<file path="config.mk">
export PLATFORM = sky130hd
export DESIGN_NAME = awmf_frame_sequencer
export DESIGN_NICKNAME = d
export VERILOG_FILES = /design/src/rtl/awmf_frame_sequencer.sv
export SDC_FILE = /design/constraint.sdc
export NUM_CORES = 2
export LEC_CHECK = 0
export BUFFER_PORTS_ARGS = -buffer_cell sky130_fd_sc_hd__buf_2
export CAP_MARGIN = 20
export CORE_AREA = 4 4 313 315
export DETAILED_ROUTE_END_ITERATION = 16
export DIE_AREA = 0 0 317 319
export GPL_TIMING_DRIVEN = 0
export MAX_ROUTING_LAYER = met4
export PLACE_DENSITY = 0.61
export SLEW_MARGIN = 40
export SYNTH_ARGS = -nofsm -noshare
export SYNTH_HDL_FRONTEND = slang
export SYNTH_SLANG_ARGS = --single-unit
</file>
<file path="constraint.sdc">
create_clock -name clk_i -period 6.6 [get_ports clk_i]
set_input_delay 0.33 -clock clk_i [delete_from_list [all_inputs] [get_ports clk_i]]
set_output_delay 0.33 -clock clk_i [all_outputs]
set_load 0.02 [all_outputs]
</file>
<file path="src/rtl/awmf_frame_sequencer.sv">
// Frame sequencer feeding the AWMF-0165 serial chain driver: packs per-chip words,
// launches frames, tracks the busy handshake and captures readback.
// Optional readback comparison against the previous frame: AWMF_READBACK_CHECK_EN.
module awmf_frame_sequencer #(
    parameter int BUSY_TIMEOUT = 16,
    parameter int DONE_TIMEOUT = 1024,
    parameter int RX_SETTLE    = 4
) (
    input  logic         clk_i,
    input  logic         rst_i,
    input  logic         cmd_valid_i,
    output logic         cmd_ready_o,
    input  logic [1:0]   cmd_chip_i,
    input  logic [59:0]  cmd_data_i,
    input  logic [1:0]   cmd_mode_i,
    input  logic         cmd_last_i,
    output logic         tx_en_o,
    output logic [1:0]   tx_mode_o,
    output logic [239:0] tx_data_o,
    input  logic         tx_busy_i,
    input  logic [239:0] rx_data_i,
    output logic [239:0] rb_data_o,
    output logic         frame_done_o,
    output logic         err_timeout_o,
    output logic         err_mode_o,
    output logic         rb_mismatch_o,
    output logic         busy_o
);

    localparam int CW = $clog2(DONE_TIMEOUT + BUSY_TIMEOUT + RX_SETTLE + 2) + 1;

    typedef enum logic [2:0] {
        S_IDLE, S_COLLECT, S_LAUNCH, S_WAIT_BUSY, S_WAIT_DONE, S_SETTLE, S_CHECK
    } state_e;

    state_e         state_q, state_d;
    logic [CW-1:0]  cnt_q, cnt_d;
    logic [239:0]   buf_q, buf_d, buf_wr;
    logic           tx_en_q, tx_en_d;
    logic [1:0]     tx_mode_q, tx_mode_d;
    logic [239:0]   tx_data_q, tx_data_d;
    logic [239:0]   rb_data_q, rb_data_d;
    logic           frame_done_q, frame_done_d;
    logic           err_timeout_q, err_timeout_d;
    logic           err_mode_q, err_mode_d;
    logic           cmd_ready;

`ifdef AWMF_READBACK_CHECK_EN
    logic [239:0]   prev_frame_q, prev_frame_d;
    logic [1:0]     prev_mode_q, prev_mode_d;
    logic           prev_valid_q, prev_valid_d;
    logic           rb_mismatch_q, rb_mismatch_d;

    function automatic logic [239:0] mode_mask(input logic [1:0] m);
        case (m)
            2'b11:   return {180'b0, {60{1'b1}}};
            2'b10:   return {206'b0, {34{1'b1}}};
            default: return {240{1'b1}};
        endcase
    endfunction
`endif

    always_comb begin
        buf_wr = buf_q;
        buf_wr[cmd_chip_i*60 +: 60] = cmd_data_i;
    end

    always_comb begin
        state_d       = state_q;
        cnt_d         = cnt_q;
        buf_d         = buf_q;
        tx_en_d       = 1'b0;
        tx_mode_d     = tx_mode_q;
        tx_data_d     = tx_data_q;
        rb_data_d     = rb_data_q;
        frame_done_d  = 1'b0;
        err_timeout_d = 1'b0;
        err_mode_d    = 1'b0;
        cmd_ready     = 1'b0;
`ifdef AWMF_READBACK_CHECK_EN
        prev_frame_d  = prev_frame_q;
        prev_mode_d   = prev_mode_q;
        prev_valid_d  = prev_valid_q;
        rb_mismatch_d = 1'b0;
`endif
        case (state_q)
            S_IDLE, S_COLLECT: begin
                cmd_ready = 1'b1;
                if (cmd_valid_i) begin
                    buf_d = buf_wr;
                    if (!cmd_last_i) begin
                        state_d = S_COLLECT;
                    end else if (cmd_mode_i == 2'b00) begin
                        err_mode_d = 1'b1;
                        buf_d      = '0;
                        state_d    = S_IDLE;
                    end else begin
                        // Frame and tx_en are registered together so data is
                        // already stable in the cycle tx_en_o is high.
                        tx_data_d = buf_wr;
                        tx_mode_d = cmd_mode_i;
                        tx_en_d   = 1'b1;
                        cnt_d     = '0;
                        state_d   = S_LAUNCH;
                    end
                end
            end
            S_LAUNCH: begin
                cnt_d   = cnt_q + CW'(1);
                state_d = S_WAIT_BUSY;
            end
            S_WAIT_BUSY: begin
                // cnt_q counts cycles since the tx_en_o cycle; busy beats expiry.
                if (tx_busy_i) begin
                    cnt_d   = '0;
                    state_d = S_WAIT_DONE;
                end else if (cnt_q == CW'(BUSY_TIMEOUT - 1)) begin
                    err_timeout_d = 1'b1;
                    buf_d         = '0;
                    state_d       = S_IDLE;
`ifdef AWMF_READBACK_CHECK_EN
                    prev_valid_d  = 1'b0;
`endif
                end else begin
                    cnt_d = cnt_q + CW'(1);
                end
            end
            S_WAIT_DONE: begin
                if (!tx_busy_i) begin
                    // The cycle busy is seen low counts toward the settle time.
                    cnt_d   = CW'(1);
                    state_d = S_SETTLE;
                end else if (cnt_q == CW'(DONE_TIMEOUT - 1)) begin
                    err_timeout_d = 1'b1;
                    buf_d         = '0;
                    state_d       = S_IDLE;
`ifdef AWMF_READBACK_CHECK_EN
                    prev_valid_d  = 1'b0;
`endif
                end else begin
                    cnt_d = cnt_q + CW'(1);
                end
            end
            S_SETTLE: begin
                if (int'(cnt_q) + 1 >= RX_SETTLE) begin
                    rb_data_d = rx_data_i;
                    state_d   = S_CHECK;
                end else begin
                    cnt_d = cnt_q + CW'(1);
                end
            end
            S_CHECK: begin
                frame_done_d = 1'b1;
                buf_d        = '0;
                state_d      = S_IDLE;
`ifdef AWMF_READBACK_CHECK_EN
                if (prev_valid_q && (prev_mode_q == tx_mode_q) &&
                    ((rb_data_q & mode_mask(tx_mode_q)) != prev_frame_q))
                    rb_mismatch_d = 1'b1;
                prev_frame_d = tx_data_q & mode_mask(tx_mode_q);
                prev_mode_d  = tx_mode_q;
                prev_valid_d = 1'b1;
`endif
            end
            default: state_d = S_IDLE;
        endcase
    end

    always_ff @(posedge clk_i) begin
        if (rst_i) begin
            state_q       <= S_IDLE;
            cnt_q         <= '0;
            buf_q         <= '0;
            tx_en_q       <= 1'b0;
            tx_mode_q     <= 2'b00;
            tx_data_q     <= '0;
            rb_data_q     <= '0;
            frame_done_q  <= 1'b0;
            err_timeout_q <= 1'b0;
            err_mode_q    <= 1'b0;
        end else begin
            state_q       <= state_d;
            cnt_q         <= cnt_d;
            buf_q         <= buf_d;
            tx_en_q       <= tx_en_d;
            tx_mode_q     <= tx_mode_d;
            tx_data_q     <= tx_data_d;
            rb_data_q     <= rb_data_d;
            frame_done_q  <= frame_done_d;
            err_timeout_q <= err_timeout_d;
            err_mode_q    <= err_mode_d;
        end
    end

`ifdef AWMF_READBACK_CHECK_EN
    always_ff @(posedge clk_i) begin
        if (rst_i) begin
            prev_frame_q  <= '0;
            prev_mode_q   <= 2'b00;
            prev_valid_q  <= 1'b0;
            rb_mismatch_q <= 1'b0;
        end else begin
            prev_frame_q  <= prev_frame_d;
            prev_mode_q   <= prev_mode_d;
            prev_valid_q  <= prev_valid_d;
            rb_mismatch_q <= rb_mismatch_d;
        end
    end
    assign rb_mismatch_o = rb_mismatch_q;
`else
    assign rb_mismatch_o = 1'b0;
`endif

    assign cmd_ready_o   = cmd_ready & ~rst_i;
    assign tx_en_o       = tx_en_q;
    assign tx_mode_o     = tx_mode_q;
    assign tx_data_o     = tx_data_q;
    assign rb_data_o     = rb_data_q;
    assign frame_done_o  = frame_done_q;
    assign err_timeout_o = err_timeout_q;
    assign err_mode_o    = err_mode_q;
    assign busy_o        = (state_q != S_IDLE) && (state_q != S_COLLECT);

endmodule

</file>
Word-level counts from Yosys, hierarchy flattened
Cells that the tools add are included.
- input port bits: 309
- register bits after elaboration: 741
- word-level logic and storage cells: 94
- bitwise operators: 6
- multipliers: 1
- magnitude comparators: 1
- multiplexer cells: 36
- reduce and logical (&&, ||, !) cells: 13
- shifts and indexed selects: 2
- add/sub/neg operators: 3
- eq/ne operators: 22
- operator list (cell ; number):
    $mux W240 ; 7
    $pmux W240 S4 ; 1
    $bwmux W240 ; 1
    $shift A60 B34 Y240 const A ; 1
    $shiftx A60 B34 Y240 ; 1
    $mux W12 ; 8
    $pmux W12 S5 ; 1
    $neg A8 Y34 ; 1
    $mux W3 ; 6
    $ne A2 B2 Y1 const B ; 9
    $pmux W3 S5 ; 1
    $add A12 B1 Y13 const B ; 1
    $ge A13 B3 Y1 const B ; 1
    $add A12 B1 Y12 const B ; 1
    $eq A12 B10 Y1 const B ; 1
    $eq A12 B4 Y1 const B ; 1
    $ne A3 B3 Y1 const B ; 4
    $eq A3 B3 Y1 const B ; 3
    $mux W1 ; 8
    $reduce_and A4 Y1 ; 2
    $reduce_and A7 Y1 ; 1
    $eq A3 B2 Y1 const B ; 2
    $mul A2 B4 Y6 const B ; 1
    $reduce_and A6 Y1 ; 1
    15 further kinds ; 20

Longest topological paths before layout
- word-level depth: 8
- mapped depth: 13
- mapped depth without buffers: 8

Worst setup path after synthesis
OpenSTA, ideal clock, no wires.
- path kind: input to register
- start: input cmd_chip_i[0]
- end: register tx_data_q[104] (netlist: tx_data_o[104])
- arrival: 2.730 ns
- setup time: 0.078 ns
- path buffers: 3
- slack: 3.792 ns
- cell stages on the path: 11
- cells stage by stage: inv_1 clkbuf_1 ha_1 buf_4 buf_2 nor4b_1 nand2_1 a311oi_1 a22o_1 nor2_1 nor3_1
- word-level cells in the longest chain between the ends: 4
- RTL lines (item ; line ; RTL):
    start: declaration ; 13 ; input logic [1:0] cmd_chip_i,
    $mul A2 B4 Y6 (*) ; 65 ; buf_wr[cmd_chip_i*60 +: 60] = cmd_data_i;
    $neg A8 Y34 (*) ; 65 ;
    $shiftx A60 B34 Y240 or $shift A60 B34 Y240 (tied branches) ; 65 ;
    $bwmux W240 (*) ; 65 ;
    end signal: assignment ; 187 ; tx_data_q <= tx_data_d;
    end: declaration ; 41 ; logic [239:0] tx_data_q, tx_data_d;
Every way passes the cells marked *; elsewhere a longest branch is shown, timed or not.
A chain may end at the register's enable or synchronous reset.

Final worst setup path
- start: input cmd_chip_i[0]
- end: register tx_data_q[224] (netlist: tx_data_o[224])
The elaborated chain is that of the path after synthesis.

==> impl_results.md <==
- Most frequent cells in the layout: buf_2, nand2_1, dfxtp_1
- Main synth FF type: dfxtp_1
- Startpoint Class: primary input
- Final ANT Viol Nets: 0
- Met3 usage: 0.0799
- Most common cell after layout, fill and taps aside: buf_2
- Global-route wire length before repair: 247000 um
- Async set-reset flop share out of synthesis: 0
- Critical path arrival: 4.84 ns
- CP max stage delay: 0.82 ns
- Slowest stage cell on the critical path: o21ai_1
- WL/cell: 28.3 um
- CP cell instances: buf_2 -> inv_1 -> clkbuf_1 -> ha_1 -> buf_4 -> buf_4 -> buf_4 -> clkinv_1 -> o21ai_1 -> nand3_1 -> a21oi_1 -> a22oi_1 -> a211oi_1
- CP Max Fanout: 12
- Synth Register Bits: 741
- Htree depth: 3
- Drt total wl: 178000 um
- DRC: 0
- EDFF count, synth: 0
- GPL Wtd Cong: 1.06
- Clock slew at reported path FFs: 0.06 ns
- CTS Buf Count: 83
- F_max: 0.235 GHz
- Routed vias: 35900
- CTS root buf: clkbuf_16
- CP Data Required Time: 7.17 ns
- Worst skew pair latency: 0.70 ns
- Number of clock sinks: 741
- Area Overhead vs Synth: 33.9%
- Layout fillers: 9348
- First drt pass iteration count: 6
- Die Area: 101000 um^2
- Synth Area in Simple Gates: 0.192
- Die Span X: 317 um
- Grt total ovfl: 0
- Row cnt: 113
- Minimum clock period: 4.26 ns
- LEAKAGE: 17.1 nW
- Starting density of the core: 0.339
- Setup violators final: 0
- Worst hold slack: 0.0339 ns
- Fraction of layout cells with a size suffix above 1: 0.233
- All-Layer GR Usage: 0.346
- Count of cell types in the netlist: 84
- Max clock buf depth: 3
- Top Family by Delay on Critical Path: buffers and inverters
- Mapped Cells: 3821
- Core ar.: 94900 um^2
- Hold path depth: 3
- # port buffers: 795
- Post-synthesis mux area share: 0.0570
- TritonCTS clock tree: built
- Syn nets: 4138
- Pre-CTS WS: 1.68 ns
- Hold EP: rb_data_o[65]
- Combinational fraction of design power: 0.174
- Complex-gate fraction of the synthesized area: 0.235
- Post-synthesis sequential area ratio: 0.461
- # placed instances: 5881
- Critical path buffer and inverter count: 7
- Largest family of logic cells by synthesized area: compound AO/OA/AOI/OAI gates
- P per Cell Area: 274 nW/um^2
- Int Pwr: 8.21 mW
- R2R Path Start: state_q[2]
- Fin. max-slew vios: 0
- Starting DRT DRC Count: 4158
- Vias per cell: 5.72
- Synth Area in Adders: 0.00311
- Pin count of the biggest net entering global routing: 14
- Post-DP HPWL: 139000 um
- Yosys Warn Count: 0
- Most Crowded Layer GR: met2
- Reg2reg end: buf_q[120]
- Met2 usage: 0.534
- Most common cell on crit path: buf_4
- Nets: 5238
- R2r setup slk: 2.71 ns
- Post-Syn Area: 32200 um^2
- Rel. slew slack: 0.348
- Met1 Use GR: 0.395
- Vias in the first global route: 34100
- Crit. End Element: flip-flop
- Max cap viols: 0
- Setup CP Type: primary input to flip-flop
- Net Sw Frac: 0.304
- Final Hold Vio Count: 0
- Final non-filler cell total: 6273
- Clock power share: 0.431
- Transition time at the pin with the least slew margin: 0.968 ns
- Tcrit/Tclk final: 0.646
- Sequential Power Share: 0.395
- Worst min path class: primary input to flip-flop
- R2R depth: 11
- Worst Skew: 0.0405 ns
- Setup TNS: 0 ns
- Sw power: 3.59 mW
- RSZ-0062 raised after global routing: false
- Setup bufs post-CTS: 0
- Status: completed
- Xor/xnor cell area share of the yosys netlist: 0.00191
- Hold_sp: rx_data_i[65]
- Peak supply drop: 0.198 mV
- Worst setup margin: 2.34 ns
- Initial antenna violation count: 19
- Io pins: 798
- Mean Syn Cell Area: 8.41 um^2
- Chip height: 319 um
cell families after synthesis:
| family | Yosys count |
|---|---|
| AND/OR/NAND/NOR | 1453 |
| adder cells (fa/ha/maj) | 8 |
| other | 1 |
| buffers and inverters | 379 |
| XOR/XNOR | 7 |
| multiplexers | 111 |
| flip-flops | 741 |
| AO/OA/AOI/OAI | 1121 |
power groups by stage:
stage	Combinational (mW)	Clock [mW]	Sequential [mW]
floorplan	0.878	0	4.84
global placement	1.86	0	4.76
detailed placement	1.87	0	4.76
CTS	1.99	5.11	4.66
global route	2.12	5.28	4.67
finish	2.05	5.09	4.66
cell type report:
type / instances / area (um^2) / share of cell area
multi-input cells: 2701 / 15800 / 0.367
inverters: 18 / 67.6 / 0.00157
repair buffers: 1015 / 6180 / 0.144
clock buffers: 120 / 2450 / 0.0568
well taps: 1265 / 1580 / 0.0368
flip-flops and latches: 741 / 14800 / 0.344
diodes: 21 / 52.6 / 0.00122
plain buffers: 361 / 1550 / 0.0361
clock inverters: 31 / 532 / 0.0123
worst max path at each step:
stage | startpoint | to | slack (ns) | depth (start not counted)
finish | cmd_chip_i[0] | tx_data_o[224] | 2.34 | 13
global route | cmd_chip_i[0] | buf_q[47] | 2.21 | 13
CTS | cmd_chip_i[0] | tx_data_o[47] | 2.40 | 13
detailed placement | cmd_chip_i[0] | tx_data_o[47] | 1.68 | 13
global placement | cmd_chip_i[0] | tx_data_o[44] | 1.58 | 13
floorplan | cmd_chip_i[0] | tx_data_o[104] | 3.79 | 11
routing by layer:
metal,wire (um),up-vias
met4,16600,0
met3,16800,583
li1,-,15900
met1,65000,17300
met5,0,-
met2,79400,2163
worst reg2reg max path, cell delays in order, from the launching register on:
cell	delay, ns
dfxtp_1	0.34
buf_2	0.19
inv_1	0.21
ha_1	0.35
nor2b_1	0.08
o21ai_1	0.23
nand4b_4	0.16
nor3_1	0.69
clkbuf_1	0.74
clkbuf_1	0.57
a22oi_1	0.14
nor2_1	0.12
Yosys cell counts, types with 13 or more instances:
master     number  area, um^2
a211oi_1       86         646
a21oi_1       446        2230
a221oi_1       34         298
a22o_1        118        1030
a22oi_1       130         976
a32o_1         15         150
a32oi_1        15         131
and3_1         14        87.6
buf_1          34         128
buf_2          82         410
clkbuf_1      229         860
dfxtp_1       741       14800
mux2_2         16         180
mux2i_1        39         390
mux4_2         56        1260
nand2_1       791        2970
nand2b_1       13        81.3
nand3_1        49         245
nand4_1        15        93.8
nor2_1        354        1330
nor3_1         97         485
o211ai_1       13        97.6
o21a_1         28         210
o21ai_0        62         310
o22ai_1        14        87.6
o2bb2ai_1      76         666
o41ai_1        13         114
or3_1          44         275
timing repair:
action | in CTS | in global routing
resized for setup | 0 | 0
hold endpoints to repair | 220 | 0
hold buffers | 220 | 0
state kept, by name (all words and copies together) (netlist names):
register and cells:
tx_data_o 240, buf_q 240, tx_en_o 1, tx_mode_o 2, frame_done_o 1, rb_data_o 240, err_timeout_o 1, err_mode_o 1
state_q 3, cnt_q 12
per-stage QoR:
| stage | instance area [um^2] | power [mW] | utilization |
|---|---|---|---|
| after floorplan | 32200 | 5.72 | - |
| after global placement | 37700 | 6.62 | 0.398 |
| after detailed placement | 37800 | 6.63 | 0.399 |
| after CTS | 43000 | 11.8 | 0.453 |
| after global routing | 43100 | 12.1 | 0.454 |
| final | 43100 | 11.8 | 0.454 |
(Power assumes the default switching activity.)
